**config.mk**
```make
export PLATFORM = sky130hd
export DESIGN_NAME = mem_arbiter_flat
export DESIGN_NICKNAME = d
export VERILOG_FILES = /design/src/rtl/mem_arbiter_if.sv /design/src/rtl/mem_arbiter.sv /design/src/flat_wrapper.sv
export SDC_FILE = /design/constraint.sdc
export NUM_CORES = 1
export LEC_CHECK = 0
export ABC_CLOCK_PERIOD_IN_PS = 3600
export CAP_MARGIN = 20
export CORE_ASPECT_RATIO = 0.75
export CORE_UTILIZATION = 32
export DETAILED_ROUTE_END_ITERATION = 16
export GPL_ROUTABILITY_DRIVEN = 0
export GPL_TIMING_DRIVEN = 0
export PLACE_DENSITY = 0.75
export SLEW_MARGIN = 20
export SYNTH_ARGS = -nofsm -noshare
export SYNTH_HDL_FRONTEND = slang
export SYNTH_SLANG_ARGS = --single-unit
```
**constraint.sdc**
```tcl
create_clock -name clk -period 3.6 [get_ports clk]
set_input_delay 0.72 -clock clk [delete_from_list [all_inputs] [get_ports clk]]
set_output_delay 0.72 -clock clk [all_outputs]
set_load 0.02 [all_outputs]
```
**src/rtl/mem_arbiter_if.sv**
```systemverilog
`default_nettype none
// +----------------------------------------------------------------------+
// | Module   : mem_arbiter_if                                            |
// | Purpose  : Requester handshake and shared memory port bundle for the |
// |            two-requester memory arbiter.                             |
// | Revision : 1.0 - initial release                                     |
// +----------------------------------------------------------------------+
interface mem_arbiter_if;
  logic        r0_req;
  logic        r1_req;
  logic        r0_rw;
  logic        r1_rw;
  logic [31:0] r0_addr;
  logic [31:0] r1_addr;
  logic [31:0] r0_wdata;
  logic [31:0] r1_wdata;
  logic        r0_gnt;
  logic        r1_gnt;
  logic        r0_done;
  logic        r1_done;
  logic [31:0] rdata;
  logic        mem_en;
  logic        mem_rw;
  logic [31:0] mem_addr;
  logic [31:0] mem_wdata;
  logic [31:0] mem_rdata;

  // Arbiter side
  modport slave (
    input  r0_req, r1_req, r0_rw, r1_rw, r0_addr, r1_addr,
           r0_wdata, r1_wdata, mem_rdata,
    output r0_gnt, r1_gnt, r0_done, r1_done, rdata,
           mem_en, mem_rw, mem_addr, mem_wdata
  );

  // Requester / memory model side
  modport master (
    output r0_req, r1_req, r0_rw, r1_rw, r0_addr, r1_addr,
           r0_wdata, r1_wdata, mem_rdata,
    input  r0_gnt, r1_gnt, r0_done, r1_done, rdata,
           mem_en, mem_rw, mem_addr, mem_wdata
  );
endinterface
`default_nettype wire

```
**src/rtl/mem_arbiter.sv**
```systemverilog
`default_nettype none
// +----------------------------------------------------------------------+
// | Module   : mem_arbiter                                               |
// | Purpose  : Two-requester arbiter onto one shared memory R/W port.    |
// |            IDLE -> ACCESS (WAIT_CYCLES) -> DONE (one-cycle pulse).   |
// | Options  : ARB_ROUND_ROBIN_EN - alternate ties between requesters;   |
// |            undefined gives fixed priority to requester 0.            |
// | Revision : 1.0 - initial release                                     |
// +----------------------------------------------------------------------+
module mem_arbiter #(
  parameter int WAIT_CYCLES = 1
) (
  input  wire logic     clk,
  input  wire logic     reset,
  mem_arbiter_if.slave  bus
);

  localparam logic [3:0] c_LAST = 4'(WAIT_CYCLES - 1);

  typedef enum logic [1:0] {
    IDLE   = 2'd0,
    ACCESS = 2'd1,
    DONE   = 2'd2
  } state_t;

  state_t      state_q, state_d;
  logic [3:0]  cnt_q, cnt_d;
  logic        sel_q, sel_d;      // 0 = requester 0, 1 = requester 1
  logic        rw_q, rw_d;
  logic [31:0] addr_q, addr_d;
  logic [31:0] wdata_q, wdata_d;
  logic [31:0] rdata_q, rdata_d;
  logic        w_pick;

`ifdef ARB_ROUND_ROBIN_EN
  logic last_q, last_d;

  // On a tie, serve whoever was not served last
  always_comb begin
    if (bus.r0_req && bus.r1_req) w_pick = ~last_q;
    else                          w_pick = ~bus.r0_req;
  end

  // Last-served pointer; reset points at requester 1 so requester 0 wins first
  always_ff @(posedge clk) begin
    if (reset) last_q <= 1'b1;
    else       last_q <= last_d;
  end

  // Pointer moves when a transaction is issued
  always_comb begin
    last_d = last_q;
    if (state_q == IDLE && (bus.r0_req || bus.r1_req)) last_d = w_pick;
  end
`else
  // Fixed priority: requester 0 wins whenever it asks
  always_comb w_pick = ~bus.r0_req;
`endif

  // State and latched transaction registers
  always_ff @(posedge clk) begin
    if (reset) begin
      state_q <= IDLE;
      cnt_q   <= 4'd0;
      sel_q   <= 1'b0;
      rw_q    <= 1'b0;
      addr_q  <= 32'd0;
      wdata_q <= 32'd0;
      rdata_q <= 32'd0;
    end else begin
      state_q <= state_d;
      cnt_q   <= cnt_d;
      sel_q   <= sel_d;
      rw_q    <= rw_d;
      addr_q  <= addr_d;
      wdata_q <= wdata_d;
      rdata_q <= rdata_d;
    end
  end

  // Next-state: latch the winner in IDLE, count ACCESS cycles, pulse in DONE
  always_comb begin
    state_d = state_q;
    cnt_d   = cnt_q;
    sel_d   = sel_q;
    rw_d    = rw_q;
    addr_d  = addr_q;
    wdata_d = wdata_q;
    rdata_d = rdata_q;
    case (state_q)
      IDLE: begin
        if (bus.r0_req || bus.r1_req) begin
          sel_d   = w_pick;
          rw_d    = w_pick ? bus.r1_rw    : bus.r0_rw;
          addr_d  = w_pick ? bus.r1_addr  : bus.r0_addr;
          wdata_d = w_pick ? bus.r1_wdata : bus.r0_wdata;
          cnt_d   = 4'd0;
          state_d = ACCESS;
        end
      end
      ACCESS: begin
        if (cnt_q == c_LAST) begin
          if (!rw_q) rdata_d = bus.mem_rdata;
          state_d = DONE;
        end else begin
          cnt_d = cnt_q + 4'd1;
        end
      end
      DONE:    state_d = IDLE;
      default: state_d = IDLE;
    endcase
  end

  // Memory port drives the latched fields, which hold outside ACCESS
  assign bus.mem_en    = (state_q == ACCESS);
  assign bus.mem_rw    = rw_q;
  assign bus.mem_addr  = addr_q;
  assign bus.mem_wdata = wdata_q;
  assign bus.r0_gnt    = (state_q == ACCESS) && !sel_q;
  assign bus.r1_gnt    = (state_q == ACCESS) &&  sel_q;
  assign bus.r0_done   = (state_q == DONE)   && !sel_q;
  assign bus.r1_done   = (state_q == DONE)   &&  sel_q;
  assign bus.rdata     = rdata_q;

endmodule
`default_nettype wire

```
**src/flat_wrapper.sv**
```systemverilog
// flat-port wrapper written by rule: the top's interface ports become plain ports
module mem_arbiter_flat 
#(
  parameter int WAIT_CYCLES = 1
)
  (clk, reset, bus_r0_req, bus_r1_req, bus_r0_rw, bus_r1_rw, bus_r0_addr, bus_r1_addr, bus_r0_wdata, bus_r1_wdata, bus_mem_rdata, bus_r0_gnt, bus_r1_gnt, bus_r0_done, bus_r1_done, bus_rdata, bus_mem_en, bus_mem_rw, bus_mem_addr, bus_mem_wdata);
  mem_arbiter_if bus_i ();
  input  wire logic clk;
  input  wire logic reset;
  input wire logic [$bits(bus_i.r0_req)-1:0] bus_r0_req;
  input wire logic [$bits(bus_i.r1_req)-1:0] bus_r1_req;
  input wire logic [$bits(bus_i.r0_rw)-1:0] bus_r0_rw;
  input wire logic [$bits(bus_i.r1_rw)-1:0] bus_r1_rw;
  input wire logic [$bits(bus_i.r0_addr)-1:0] bus_r0_addr;
  input wire logic [$bits(bus_i.r1_addr)-1:0] bus_r1_addr;
  input wire logic [$bits(bus_i.r0_wdata)-1:0] bus_r0_wdata;
  input wire logic [$bits(bus_i.r1_wdata)-1:0] bus_r1_wdata;
  input wire logic [$bits(bus_i.mem_rdata)-1:0] bus_mem_rdata;
  output wire logic [$bits(bus_i.r0_gnt)-1:0] bus_r0_gnt;
  output wire logic [$bits(bus_i.r1_gnt)-1:0] bus_r1_gnt;
  output wire logic [$bits(bus_i.r0_done)-1:0] bus_r0_done;
  output wire logic [$bits(bus_i.r1_done)-1:0] bus_r1_done;
  output wire logic [$bits(bus_i.rdata)-1:0] bus_rdata;
  output wire logic [$bits(bus_i.mem_en)-1:0] bus_mem_en;
  output wire logic [$bits(bus_i.mem_rw)-1:0] bus_mem_rw;
  output wire logic [$bits(bus_i.mem_addr)-1:0] bus_mem_addr;
  output wire logic [$bits(bus_i.mem_wdata)-1:0] bus_mem_wdata;
  assign bus_i.r0_req = bus_r0_req;
  assign bus_i.r1_req = bus_r1_req;
  assign bus_i.r0_rw = bus_r0_rw;
  assign bus_i.r1_rw = bus_r1_rw;
  assign bus_i.r0_addr = bus_r0_addr;
  assign bus_i.r1_addr = bus_r1_addr;
  assign bus_i.r0_wdata = bus_r0_wdata;
  assign bus_i.r1_wdata = bus_r1_wdata;
  assign bus_i.mem_rdata = bus_mem_rdata;
  assign bus_r0_gnt = bus_i.r0_gnt;
  assign bus_r1_gnt = bus_i.r1_gnt;
  assign bus_r0_done = bus_i.r0_done;
  assign bus_r1_done = bus_i.r1_done;
  assign bus_rdata = bus_i.rdata;
  assign bus_mem_en = bus_i.mem_en;
  assign bus_mem_rw = bus_i.mem_rw;
  assign bus_mem_addr = bus_i.mem_addr;
  assign bus_mem_wdata = bus_i.mem_wdata;
  mem_arbiter #(.WAIT_CYCLES(WAIT_CYCLES)) u_core (.clk(clk), .reset(reset), .bus(bus_i));
endmodule
```
Word level (Yosys, flattened, before mapping) --
Index checks and enable logic that the tools add are counted.
Word-level totals: output and inout bits 102, bits of input ports 166, bits in registers 104, logic and storage cells 37
Operators by class: equal/unequal tests 5, reduce and logical (&&, ||, !) cells 13, mux-type cells 9, add/subtract/negate cells 1, bitwise gates (word level) 2
Operators with widths (number):
- $mux W32 | 2
- $mux W4 | 2
- $pmux W4 S2 | 1
- $reduce_and A3 Y1 | 2
- $add A4 B1 Y4 const B | 1
- $logic_and A1 B1 Y1 | 4
- $logic_not A4 Y1 | 1
- $mux W2 | 2
- $ne A2 B1 Y1 const B | 2
- $pmux W2 S2 | 1
- $reduce_and A2 Y1 | 2
- $eq A2 B1 Y1 const B | 1
- $eq A2 B2 Y1 const B | 1
- $logic_not A2 Y1 | 1
- $ne A2 B2 Y1 const B | 1
- $not A1 Y1 | 2
- $reduce_bool A2 Y1 | 1
- $logic_not A1 Y1 | 1
- $logic_or A1 B1 Y1 | 1
- $mux W1 | 1

Logic depth before layout (Yosys ltp) --
Gate-level depths: netlist (run 1).
depth after elaboration 3, mapped depth 7, mapped depth without buffers 5

Worst setup path after synthesis (run 1) --
OpenSTA, ideal clock, no wires.
path type register to output, from register u_core.state_q[1], to output port bus_r1_gnt, setup slack 1.628 ns, stages on the path, launching flop included 5, data required time 2.880 ns, data arrival time 1.252 ns, path buffers 1, cell sequence dfxtp_1 -> nand2b_1 -> inv_1 -> clkbuf_1 -> and2_1
On the way: cells in the longest elaborated chain, start to end 2
RTL lines:
- from (decl) | line mem_arbiter.sv:26 | state_t state_q, state_d;
- from (signal assigned) | line mem_arbiter.sv:71 | state_q <= state_d;
- $eq A2 B1 Y1
- named net bus_mem_en | line flat_wrapper.sv:24 | output wire logic [$bits(bus_i.mem_en)-1:0] bus_mem_en;
- $logic_and A1 B1 Y1 | line mem_arbiter.sv:120 | assign bus.r1_gnt = (state_q == ACCESS) && sel_q;
- to (decl) | line flat_wrapper.sv:20 | output wire logic [$bits(bus_i.r1_gnt)-1:0] bus_r1_gnt;
The timed path passes the listed nets, and every way through them passes these cells.

Worst setup path after layout (run 1) --
from register u_core.state_q[1], to output port bus_r1_gnt
On the way: cells in the longest elaborated chain, start to end 2
RTL lines (line):
- $eq A2 B1 Y1 | mem_arbiter.sv:120
- $logic_and A1 B1 Y1 | mem_arbiter.sv:120
No other way between the ends.

==> impl_results.md, run 1 <==
* Status: finished, final reports clean
* H-Tree Level Count at 3
* Kind of critical path: reg -> out
* Worst-skew pair later-pin latency at roughly 0.33 ns
* Detailed-route wire length per cell at between 15 and 20 microns
* Crit path arrival time at roughly 2.3 ns
* Number of hold violations in the final report at 0
* Tmin final at approximately 3.0 ns
* Fraction of the yosys area taken by sequential cells at 0.431
* Post-Syn Nets at around 660
* Path class of the lowest-slack min-delay path: reg -> reg
* Required time at the worst-slack endpoint at ~2.9 ns
* Post-synthesis sequential element count at between 100 and 150
* Cell area after technology mapping at around 0.0048 sq mm
* Number of global-route vias before repair at 5115
* Sinks on Clock Net at approximately 100
* Global-route wire length before repair at approximately 26000 microns
* YS warnings at 0
* All-Layer GR Usage at 0.219
* Highest fanout seen on the critical path at 10
* Clk pin slew, worst setup/hold paths at about 0.070 ns
* Width of the chip at roughly 140 microns
* Maximum number of pins on one net before global-route repair at 17
* Maximum buffer depth of the clock tree at 2
* Total count of max-transition violations in the final report at 0
* Postcts setup bufs at 0
* Number of remaining DRC errors at 0
* RSZ-0062 raised after global routing: false
* Final worst hold slack at 0.475 ns
* Die footprint at between 0.015 and 0.02 sq mm
* Number of CTS-inserted buffers at 9
* Final period util at 0.826
* Worst IR Drop VDD at around 0.24 mV
* Detailed-placement wirelength estimate at roughly 14000 microns
* Mean area per synthesized cell at slightly below 10 sq um
* Die height at ~110 microns
* Area Growth Syn to Fin at 66.7%
* Std-Cell Rows at 38
* Gates resized, CTS repair at 0
* Number of primary I/O pins at around 270
* Crit path launch type: flip-flop
* Number of DRC markers after the initial detailed-route iteration at ~270
* Antenna Violating Nets Remaining at 0
* Number of antenna violations at the first check in global routing at 0
* Layout cells sized above 1 at 0.0799
* Nets at 940
* Reported max-cap violation count at 0
* Timing-limited maximum frequency at 0.336 GHz
* Setup clock skew after layout at ~0.0081 ns
* Cell Pwr Density at roughly 420 mW/mm^2
* Remaining global-route overflow at 0
* Sum Neg Setup Slack at 0 ns
* Distinct cell type count of the synthesized netlist at 33
* Worst slew margin at 0.608
* Via count normalized by instance count at approximately 5.2
* First-pass iteration count of the detailed router at 4
* Measured slew at the worst slew-check pin at 0.585 ns
* Port Buffers at roughly 270
* Core region area at between 0.01 and 0.015 sq mm
* Total number of vias at between 5000 and 6000
* Effective utilization at floorplan at 0.331
* Number of buffers inserted for hold repair after clock tree synthesis at 0
* Setup-failing EPs final at 0
* Category of the worst setup path capture point: primary output
* Diodes inserted at 0
* Post-synthesis cell count at 496
* Post-route core utilization at 0.551
* Clock Tree Root: sky130_fd_sc_hd__clkbuf_16
* Wire length reported by the detailed router at ~18000 microns
* CTS tree: yes
* Static leakage at 2.98 nW
-- cell type report --
cell class              instances  area [sq um]
multi-input cells             325          2400
clock buffers                  10           239
repair buffers                265          2650
flip-flops and latches        104          2080
plain buffers                  64           335
clock inverters                 5          78.8
inverters                       3          11.3
fillers                      1305          6550
well taps                     200           250
-- cells in the mapped netlist, drive strengths merged --
cell    instances  area, sq um
a211oi         66          495
a21oi         100          500
a221o           1         10.0
a22oi           1         7.51
a31oi           1         6.26
and2            1         6.26
and3b           1         8.76
buf            37          226
clkbuf         27          109
dfxtp         104         2080
ha              2         25.0
inv             3         11.3
mux2i          65          651
nand2           1         3.75
nand2b          2         12.5
nand3           4         20.0
nand4b         32          280
nor2            5         23.8
nor3            1         5.00
nor3b           2         20.0
o221ai          3         26.3
o31ai          32          260
o41ai           1         8.76
or2             2         12.5
or3b            1         8.76
or4             1         7.51
-- cell families (layout without fill, tap and decap cells) --
kind of cell / Yosys count / after routing / synth area share
multiplexers: 65 / 65 / 0.135
AO/OA/AOI/OAI: 205 / 205 / 0.272
buffers and inverters: 67 / 347 / 0.0718
adder cells (fa/ha/maj): 2 / 2 / 0.00518
AND/OR/NAND/NOR: 53 / 53 / 0.0847
flip-flops: 104 / 104 / 0.431
-- path summary, 6_finish.rpt --
kind                                     start                                end  slack (ns)  cells after the start
min          u_core.bus.rdata[20]$_SDFFE_PP0P_  u_core.bus.rdata[20]$_SDFFE_PP0P_        0.47                      2
max             u_core.state_q[1]$_SDFFE_PP0P_                         bus_r1_gnt        0.63                      5
max reg2reg       u_core.cnt_q[0]$_SDFFE_PP0P_   u_core.bus.rdata[1]$_SDFFE_PP0P_        1.81                      6
min reg2reg  u_core.bus.rdata[20]$_SDFFE_PP0P_  u_core.bus.rdata[20]$_SDFFE_PP0P_        0.47                      2
-- power breakdown --
part	internal, mW	total, mW	switching [mW]	leakage, nW
combinational	0.508	1.00	0.496	1.97
clock	0.625	1.06	0.432	0.159
sequential	1.27	1.33	0.0677	0.859
-- placed cells by master (no fill, tap or decap), types with 2 or more instances in the layout --
cell,instances
sky130_fd_sc_hd__nor2_2,2
sky130_fd_sc_hd__o31ai_1,28
sky130_fd_sc_hd__inv_1,3
sky130_fd_sc_hd__nand4b_1,32
sky130_fd_sc_hd__nor2_1,3
sky130_fd_sc_hd__clkbuf_16,9
sky130_fd_sc_hd__buf_6,5
sky130_fd_sc_hd__nand2b_1,2
sky130_fd_sc_hd__buf_4,4
sky130_fd_sc_hd__a21oi_1,100
sky130_fd_sc_hd__nand3_1,4
sky130_fd_sc_hd__clkinv_2,2
sky130_fd_sc_hd__o31ai_2,4
sky130_fd_sc_hd__ha_1,2
sky130_fd_sc_hd__bufinv_16,2
sky130_fd_sc_hd__a211oi_1,66
sky130_fd_sc_hd__clkdlybuf4s50_1,265
sky130_fd_sc_hd__o221ai_1,3
sky130_fd_sc_hd__clkbuf_1,25
sky130_fd_sc_hd__clkbuf_4,2
sky130_fd_sc_hd__dfxtp_1,104
sky130_fd_sc_hd__mux2i_1,65
sky130_fd_sc_hd__buf_2,28
-- state kept, by name (all words and copies together), names as in the netlist --
register	count
u_core.bus.mem_wdata	32
u_core.sel_q	1
u_core.state_q	2
u_core.bus.rdata	32
u_core.bus.mem_addr	32
u_core.bus.mem_rw	1
u_core.cnt_q	4
-- per-stage QoR --
stage / power [mW] / setup WS, ns / instances / cell area [sq um]
after floorplan: 1.83 / 1.63 / 496 / 4830
after global placement: 2.33 / 1.00 / 961 / 7730
after detailed placement: 2.36 / 0.991 / 961 / 7730
after CTS: 3.42 / 0.603 / 976 / 8050
after global routing: 3.54 / 0.493 / 976 / 8050
final: 3.39 / 0.625 / 976 / 8050
-- critical path, stage by stage, from the launching register on --
cell,delay (ns)
sky130_fd_sc_hd__dfxtp_1,0.35
sky130_fd_sc_hd__nand2b_1,0.19
sky130_fd_sc_hd__inv_1,0.11
sky130_fd_sc_hd__clkbuf_1,0.44
sky130_fd_sc_hd__and2_1,0.21
sky130_fd_sc_hd__clkdlybuf4s50_1,0.62
-- metal layers --
layer,track usage,routed length (microns)
met4,0.0547,179
met3,0.0576,1090
met2,0.381,8670
met1,0.267,7620
met5,0,0
No activity file was read; power rests on OpenSTA's default activity.
==> run 2: changes to the inputs <==
- ABC_CLOCK_PERIOD_IN_PS: 3600 -> 2800
- clock period: 3.6 -> 2.8 ns (I/O delays scaled with it)
==> run 2 against run 1 <==
  * Clock skew down 0.0025 ns
  * Clock-buffer cell count unchanged
  * Hold slack is essentially flat
  * Sequential power rose by 29%
  * Highest routed layer unchanged
  * Flip-flop and latch count did not move
  * Utilization barely moved
  * Cell area barely moved
  * Sequential share of layout area barely moved
  * Routed wire length up 0.36%
  * Register-to-register slack lost 0.86 ns
  * Critical path type unchanged
  * Cell count shrank 0.10%
==> impl_results.md, run 2 (synthesis results as in run 1) <==
* Wire length reported by the detailed router at roughly 18000 microns
* Crit path launch type: flip-flop
* Area after DPL at just under 0.008 sq mm
* Worst Path Buf+Inv at 2
* Total number of vias at 5124
* Detailed-route wire length per cell at 18.1 microns
* Number of remaining DRC errors at 0
* Setup clock skew after layout at 0.00561 ns
* Sw power at about 1.3 mW
* Relative contribution of combinational cells to total power at 0.295
* Total Power Consumption at 4.37 mW
* Port Buffers at about 270
* Diodes inserted at 0
* Number of primary I/O pins at approximately 270
* Worst reg2reg startpoint: u_core.state_q[1]$_SDFFE_PP0P_
* Effective utilization at floorplan at 0.331
* Number of antenna violations at the first check in global routing at 0
* Worst-skew pair later-pin latency at 0.34 ns
* Most frequent cells in the layout: sky130_fd_sc_hd__clkdlybuf4s50_1 (265), sky130_fd_sc_hd__dfxtp_1 (104), sky130_fd_sc_hd__a21oi_1 (100)
* Total number of cells along the worst setup path at 4
* Required time at the worst-slack endpoint at between 2 and 2.5 ns
* Most frequent standard cell in the layout excluding fill and tap cells: sky130_fd_sc_hd__clkdlybuf4s50_1
* Postcts setup bufs at 0
* Crit path arrival time at around 2.0 ns
* CP Launch Point: u_core.state_q[1]$_SDFFE_PP0P_
* Internal power contribution at roughly 3.1 mW
* Final worst hold slack at about 0.47 ns
* Final period util at 0.929
* Nets at about 940
* Category of the worst setup path capture point: primary output
* Sinks on Clock Net at roughly 100
* Clock Tree Root: sky130_fd_sc_hd__clkbuf_16
* Status: finished, final reports clean
* Worst R2R Path Depth at 6
* List of cells traversed by the critical path: nand2b_1, inv_1, and2_1, clkdlybuf4s50_1
* Layout cells sized above 1 at 0.0800
* Reported max-cap violation count at 0
* Number of instances in the placed design at 961
* CP delay by family, top: buffers and inverters
* Maximum buffer depth of the clock tree at 2
* Number of DRC markers after the initial detailed-route iteration at roughly 280
* Termination of the worst setup path: bus_r1_gnt
* Measured slew at the worst slew-check pin at between 0.5 and 0.6 ns
* Setup-failing EPs final at 0
* Antenna Violating Nets Remaining at 0
* Number of global-route vias before repair at about 5000
* Path class of the lowest-slack min-delay path: reg -> reg
* Clk pin slew, worst setup/hold paths at roughly 0.070 ns
* Total count of max-transition violations in the final report at 0
* Maximum number of pins on one net before global-route repair at 17
* Post-route core utilization at 0.551
* Sum Neg Setup Slack at 0 ns
* Remaining global-route overflow at 0
* Final cell area excluding filler cells at between 0.008 and 0.009 sq mm
* Slowest cell delay on critical path at between 0.6 and 0.7 ns
* Std-Cell Rows at 38
* Via count normalized by instance count at 5.26
* Capture instance of the worst register-to-register path: u_core.bus.rdata[7]$_SDFFE_PP0P_
* Worst IR Drop VDD at 0.314 mV
* CTS tree: yes
* Width of the chip at 144 microns
* Final Worst Setup Slack at between 0.15 and 0.2 ns
* Switching part of the total power at 0.294
* Core region area at ~0.015 sq mm
* Global-route wire length before repair at approximately 26000 microns
* R2r setup slk at 0.95 ns
* Number of hold violations in the final report at 0
* Die footprint at approximately 0.016 sq mm
* Number of buffers inserted for hold repair after clock tree synthesis at 0
* Highest fanout seen on the critical path at 13
* All-Layer GR Usage at 0.219
* RSZ-0062 raised after global routing: false
* Gates resized, CTS repair at 0
* H-Tree Level Count at 3
* Kind of critical path: reg -> out
* Worst slew margin at 0.602
* Tmin final at around 2.6 ns
* First-pass iteration count of the detailed router at 4
* Die height at roughly 110 microns
* Part of the total power dissipated in sequential elements at 0.392
* Area Growth Syn to Fin at 66.6%
* Number of fill cells at 1307
* Detailed-placement wirelength estimate at about 14000 microns
* Part of the power in the clock network at 0.312
* Worst setup slack before clock tree synthesis at approximately 0.35 ns
* Max stage delay cell, worst path: sky130_fd_sc_hd__clkdlybuf4s50_1
* Timing-limited maximum frequency at 0.384 GHz
* Cell Pwr Density at between 500 and 600 mW/mm^2
* Final instance count without filler cells at 975
* Number of CTS-inserted buffers at 9
* Static leakage at between 2 and 3 nW
[run 2: changes by cell type in the layout (fill, tap and decap cells not counted), sizes merged]
cell | previous run | this run
clkbuf | 37 | 36
[run 2: metal layers]
| layer | up-vias | GRT usage | wire (microns) |
|---|---|---|---|
| met2 | 204 | 0.381 | 8680 |
| met4 | 0 | 0.0547 | 190 |
| li1 | 2451 | - | - |
| met3 | 18 | 0.0576 | 1130 |
| met5 | - | 0 | 0 |
| met1 | 2451 | 0.267 | 7610 |
[run 2: power by group through the flow]
stage	Combinational [mW]	Clock (mW)	Sequential [mW]
finish	1.29	1.36	1.71
global route	1.37	1.44	1.73
CTS	1.29	1.39	1.71
detailed placement	1.29	0	1.74
global placement	1.26	0	1.74
floorplan	0.449	0	1.91
[run 2: layout make-up]
type	instances	area (sq um)	share of cell area
Timing Repair Buffer	265	2650	0.330
Multi-Input combinational cell	325	2400	0.298
Sequential cell	104	2080	0.259
Buffer	63	332	0.0412
Tap cell	200	250	0.0311
Clock buffer	10	239	0.0297
Clock inverter	5	78.8	0.00980
Inverter	3	11.3	0.00140
[run 2: tightest hold or removal path, delay by kind of cell (launching register included)]
family         cells  cell delay, ns
flip-flops         1            0.31
AO/OA/AOI/OAI      2            0.12
[run 2: how the worst min path moves through the flow]
stage / start / endpoint / slack, ns / cells past startpoint
3_3_place_gp: u_core.bus.rdata[20]$_SDFFE_PP0P_ / u_core.bus.rdata[20]$_SDFFE_PP0P_ / 0.46 / 2
2_1_floorplan: u_core.cnt_q[0]$_SDFFE_PP0P_ / u_core.cnt_q[0]$_SDFFE_PP0P_ / 0.48 / 2
4_1_cts: u_core.bus.rdata[22]$_SDFFE_PP0P_ / u_core.bus.rdata[22]$_SDFFE_PP0P_ / 0.47 / 2
6_report: u_core.bus.rdata[22]$_SDFFE_PP0P_ / u_core.bus.rdata[22]$_SDFFE_PP0P_ / 0.47 / 2
5_1_grt: u_core.bus.rdata[25]$_SDFFE_PP0P_ / u_core.bus.rdata[25]$_SDFFE_PP0P_ / 0.49 / 2
3_5_place_dp: u_core.bus.rdata[19]$_SDFFE_PP0P_ / u_core.bus.rdata[19]$_SDFFE_PP0P_ / 0.46 / 2
==> run 3: changes to the inputs <==
- ABC_AREA: unset -> 1
==> run 3 against run 2 <==
  * Critical path depth is 1 higher
  * Critical path type unchanged
  * Sequential share of layout area hardly changed
  * Total power is 1.8% lower
==> impl_results.md, run 3 <==
* Wire length reported by the detailed router at between 15000 and 20000 microns
* Area after DPL at between 0.007 and 0.008 sq mm
* Post-synthesis cell count at 753
* Final period util at 0.860
* Diodes inserted at 0
* Die footprint at 0.0156 sq mm
* Post-synthesis sequential element count at 104
* Die height at 108 microns
* Number of fill cells at between 1000 and 1500
* Category of the worst setup path capture point: primary output
* Setup-failing EPs final at 0
* CTS tree: yes
* Count of cells along the worst hold path at 2
* Worst-skew pair later-pin latency at ~0.34 ns
* Postcts setup bufs at 0
* Required time at the worst-slack endpoint at between 2 and 2.5 ns
* Measured slew at the worst slew-check pin at 0.564 ns
* Tmin final at about 2.4 ns
* Final cell area excluding filler cells at 0.00803 sq mm
* Distinct cell type count of the synthesized netlist at 22
* Worst-case hold path end point: u_core.bus.mem_wdata[1]$_SDFFE_PP0P_
* Number of hold violations in the final report at 0
* Layout cells sized above 1 at 0.0569
* Worst Path Buf+Inv at 4
* Total count of max-transition violations in the final report at 0
* Reported max-cap violation count at 0
* Global-route wire length before repair at 24700 microns
* Core region area at 0.0146 sq mm
* Path class of the lowest-slack min-delay path: reg -> reg
* Highest fanout seen on the critical path at 10
* Crit path arrival time at 1.85 ns
* Post-Syn Nets at a little over 900
* Sinks on Clock Net at 104
* Timing-limited maximum frequency at 0.415 GHz
* Effective utilization at floorplan at 0.331
* Post-synth ARST share at 0
* Number of CTS-inserted buffers at 9
* Setup clock skew after layout at 0.00653 ns
* Nets at between 1000 and 1500
* YS warnings at 0
* Port Buffers at 267
* Cells taking the most area after synthesis: sky130_fd_sc_hd__dfxtp_1 (43%), sky130_fd_sc_hd__nand2_1 (18%), sky130_fd_sc_hd__nor2_1 (15%)
* Number of antenna violations at the first check in global routing at 0
* Largest area contributor in the netlist: sky130_fd_sc_hd__dfxtp_1
* Antenna Violating Nets Remaining at 0
* Area of combinational cells with multiple inputs at 0.00230 sq mm
* Number of primary I/O pins at 268
* Static leakage at approximately 3.6 nW
* R2r setup slk at 1.38 ns
* First-pass iteration count of the detailed router at 4
* Commonest cells in the synthesized netlist: sky130_fd_sc_hd__nand2_1 (236), sky130_fd_sc_hd__nor2_1 (196), sky130_fd_sc_hd__dfxtp_1 (104)
* Worst hold start: u_core.bus.mem_wdata[1]$_SDFFE_PP0P_
* Status: finished, final reports clean
* Total number of vias at roughly 5400
* Maximum buffer depth of the clock tree at 2
* List of cells traversed by the critical path: inv_1, nand2_2, inv_2, buf_4, clkdlybuf4s50_1
* Worst R2R Path Depth at 8
* Number of remaining DRC errors at 0
* Cell area after technology mapping at a little under 0.005 sq mm
* RSZ-0062 raised after global routing: false
* Clk pin slew, worst setup/hold paths at 0.07 ns
* Cell with the most instances after synthesis: sky130_fd_sc_hd__nand2_1
* Register area at about 0.0021 sq mm
* Slowest cell delay on critical path at between 0.6 and 0.7 ns
* Mean area per synthesized cell at roughly 6.4 sq um
* Gates resized, CTS repair at 0
* Number of enable flip-flop cells after synthesis at 0
* Most frequent standard cell in the layout excluding fill and tap cells: sky130_fd_sc_hd__clkdlybuf4s50_1
* CP delay by family, top: buffers and inverters
* Clock Tree Root: sky130_fd_sc_hd__clkbuf_16
* All-Layer GR Usage at 0.205
* Area Growth Syn to Fin at 66.4%
* Capture instance of the worst register-to-register path: u_core.bus.rdata[24]$_SDFFE_PP0P_
* Std-Cell Rows at 38
* Number of buffers inserted for hold repair after clock tree synthesis at 0
* Worst IR Drop VDD at 0.244 mV
* H-Tree Level Count at 3
* Detailed-route wire length per cell at between 10 and 15 microns
* Detailed-placement wirelength estimate at 12600 microns
* Ys flop type: sky130_fd_sc_hd__dfxtp_1
* Kind of critical path: reg -> out
* Maximum number of pins on one net before global-route repair at 19
* Number of global-route vias before repair at slightly above 5000
* Final worst hold slack at between 0.4 and 0.5 ns
* Remaining global-route overflow at 0
* Via count normalized by instance count at 4.40
* Sum Neg Setup Slack at 0 ns
* Number of DRC markers after the initial detailed-route iteration at between 200 and 250
* Area share of the leading cell type in the synthesized netlist at 0.431
* Post-route core utilization at 0.550
* Fraction of the yosys area taken by sequential cells at 0.431
* Worst slew margin at 0.624
* Width of the chip at roughly 140 microns
* Crit path launch type: flip-flop
* Worst reg2reg startpoint: u_core.cnt_q[0]$_SDFFE_PP0P_
* Max stage delay cell, worst path: sky130_fd_sc_hd__clkdlybuf4s50_1
* Cell Pwr Density at roughly 530 mW/mm^2
* Most frequent cells in the layout: sky130_fd_sc_hd__clkdlybuf4s50_1 (267), sky130_fd_sc_hd__nand2_1 (236), sky130_fd_sc_hd__nor2_1 (196)
[run 3: cell count changes after synthesis, moves of 33 or more]
cell,before,now
sky130_fd_sc_hd__nand2_1,1,236
sky130_fd_sc_hd__nor2_1,3,196
sky130_fd_sc_hd__a21oi_1,100,7
sky130_fd_sc_hd__a211oi_1,66,0
sky130_fd_sc_hd__mux2i_1,65,0
sky130_fd_sc_hd__o21ai_0,0,48
sky130_fd_sc_hd__inv_1,3,40
sky130_fd_sc_hd__nand4_1,0,33
[run 3: worst reg2reg max path, cell delays in order, from the launching register on]
cell	delay, ns
sky130_fd_sc_hd__dfxtp_1	0.41
sky130_fd_sc_hd__inv_1	0.08
sky130_fd_sc_hd__ha_1	0.21
sky130_fd_sc_hd__nand2_2	0.14
sky130_fd_sc_hd__inv_2	0.08
sky130_fd_sc_hd__buf_2	0.18
sky130_fd_sc_hd__nand4_1	0.09
sky130_fd_sc_hd__nand2_1	0.06
sky130_fd_sc_hd__nor2_1	0.10
[run 3: cell type report]
class	count	share of cell area
timing repair buffer	267	0.333
multi-input combinational	554	0.287
sequential	104	0.259
buffer	50	0.0337
tap	200	0.0312
clock buffer	9	0.0280
inverter	45	0.0213
clock inverter	7	0.00686
[run 3: layer usage]
| metal | vias to the layer above | part of all wire | wire length (microns) | global-route usage |
|---|---|---|---|---|
| met1 | 2324 | 0.44 | 6970 | 0.245 |
| met2 | 199 | 0.46 | 7290 | 0.345 |
| li1 | 2893 | - | - | - |
| met5 | - | 0 | 0 | 0 |
| met4 | 0 | 0.017 | 266 | 0.0600 |
| met3 | 22 | 0.091 | 1450 | 0.0735 |
[run 3: worst max-delay path by stage]
| stage | cells after the start | slack [ns] | startpoint | end |
|---|---|---|---|---|
| final | 5 | 0.39 | u_core.state_q[1]$_SDFFE_PP0P_ | bus_mem_en |
| after detailed placement | 6 | 0.41 | reset | u_core.bus.rdata[27]$_SDFFE_PP0P_ |
| after floorplan | 2 | 1.38 | u_core.state_q[1]$_SDFFE_PP0P_ | bus_r1_done |
| after global placement | 6 | 0.42 | reset | u_core.bus.rdata[30]$_SDFFE_PP0P_ |
| after CTS | 5 | 0.36 | u_core.state_q[1]$_SDFFE_PP0P_ | bus_mem_en |
| after global routing | 5 | 0.28 | u_core.state_q[1]$_SDFFE_PP0P_ | bus_mem_en |
[run 3: logic make-up after synthesis]
group | after synthesis | share of synthesized area
buffers and inverters | 95 | 0.0915
AND/OR/NAND/NOR | 478 | 0.395
flip-flops | 104 | 0.431
AO/OA/AOI/OAI | 74 | 0.0767
adder cells (fa/ha/maj) | 2 | 0.00518
[run 3: report_power, final]
part / total, mW / switching, mW / internal, mW / leakage [nW]
logic: 1.37 / 0.693 / 0.674 / 2.62
registers: 1.73 / 0.0854 / 1.65 / 0.860
clock network: 1.19 / 0.577 / 0.614 / 0.138
[run 3: stage by stage]
step           std cells  total power [mW]  setup slack [ns]
2_1_floorplan        753              2.43              1.38
3_3_place_gp        1220              3.13             0.422
3_5_place_dp        1220              3.14             0.411
4_1_cts             1236              4.35             0.364
5_1_grt             1236              4.54             0.281
6_report            1236              4.29             0.391
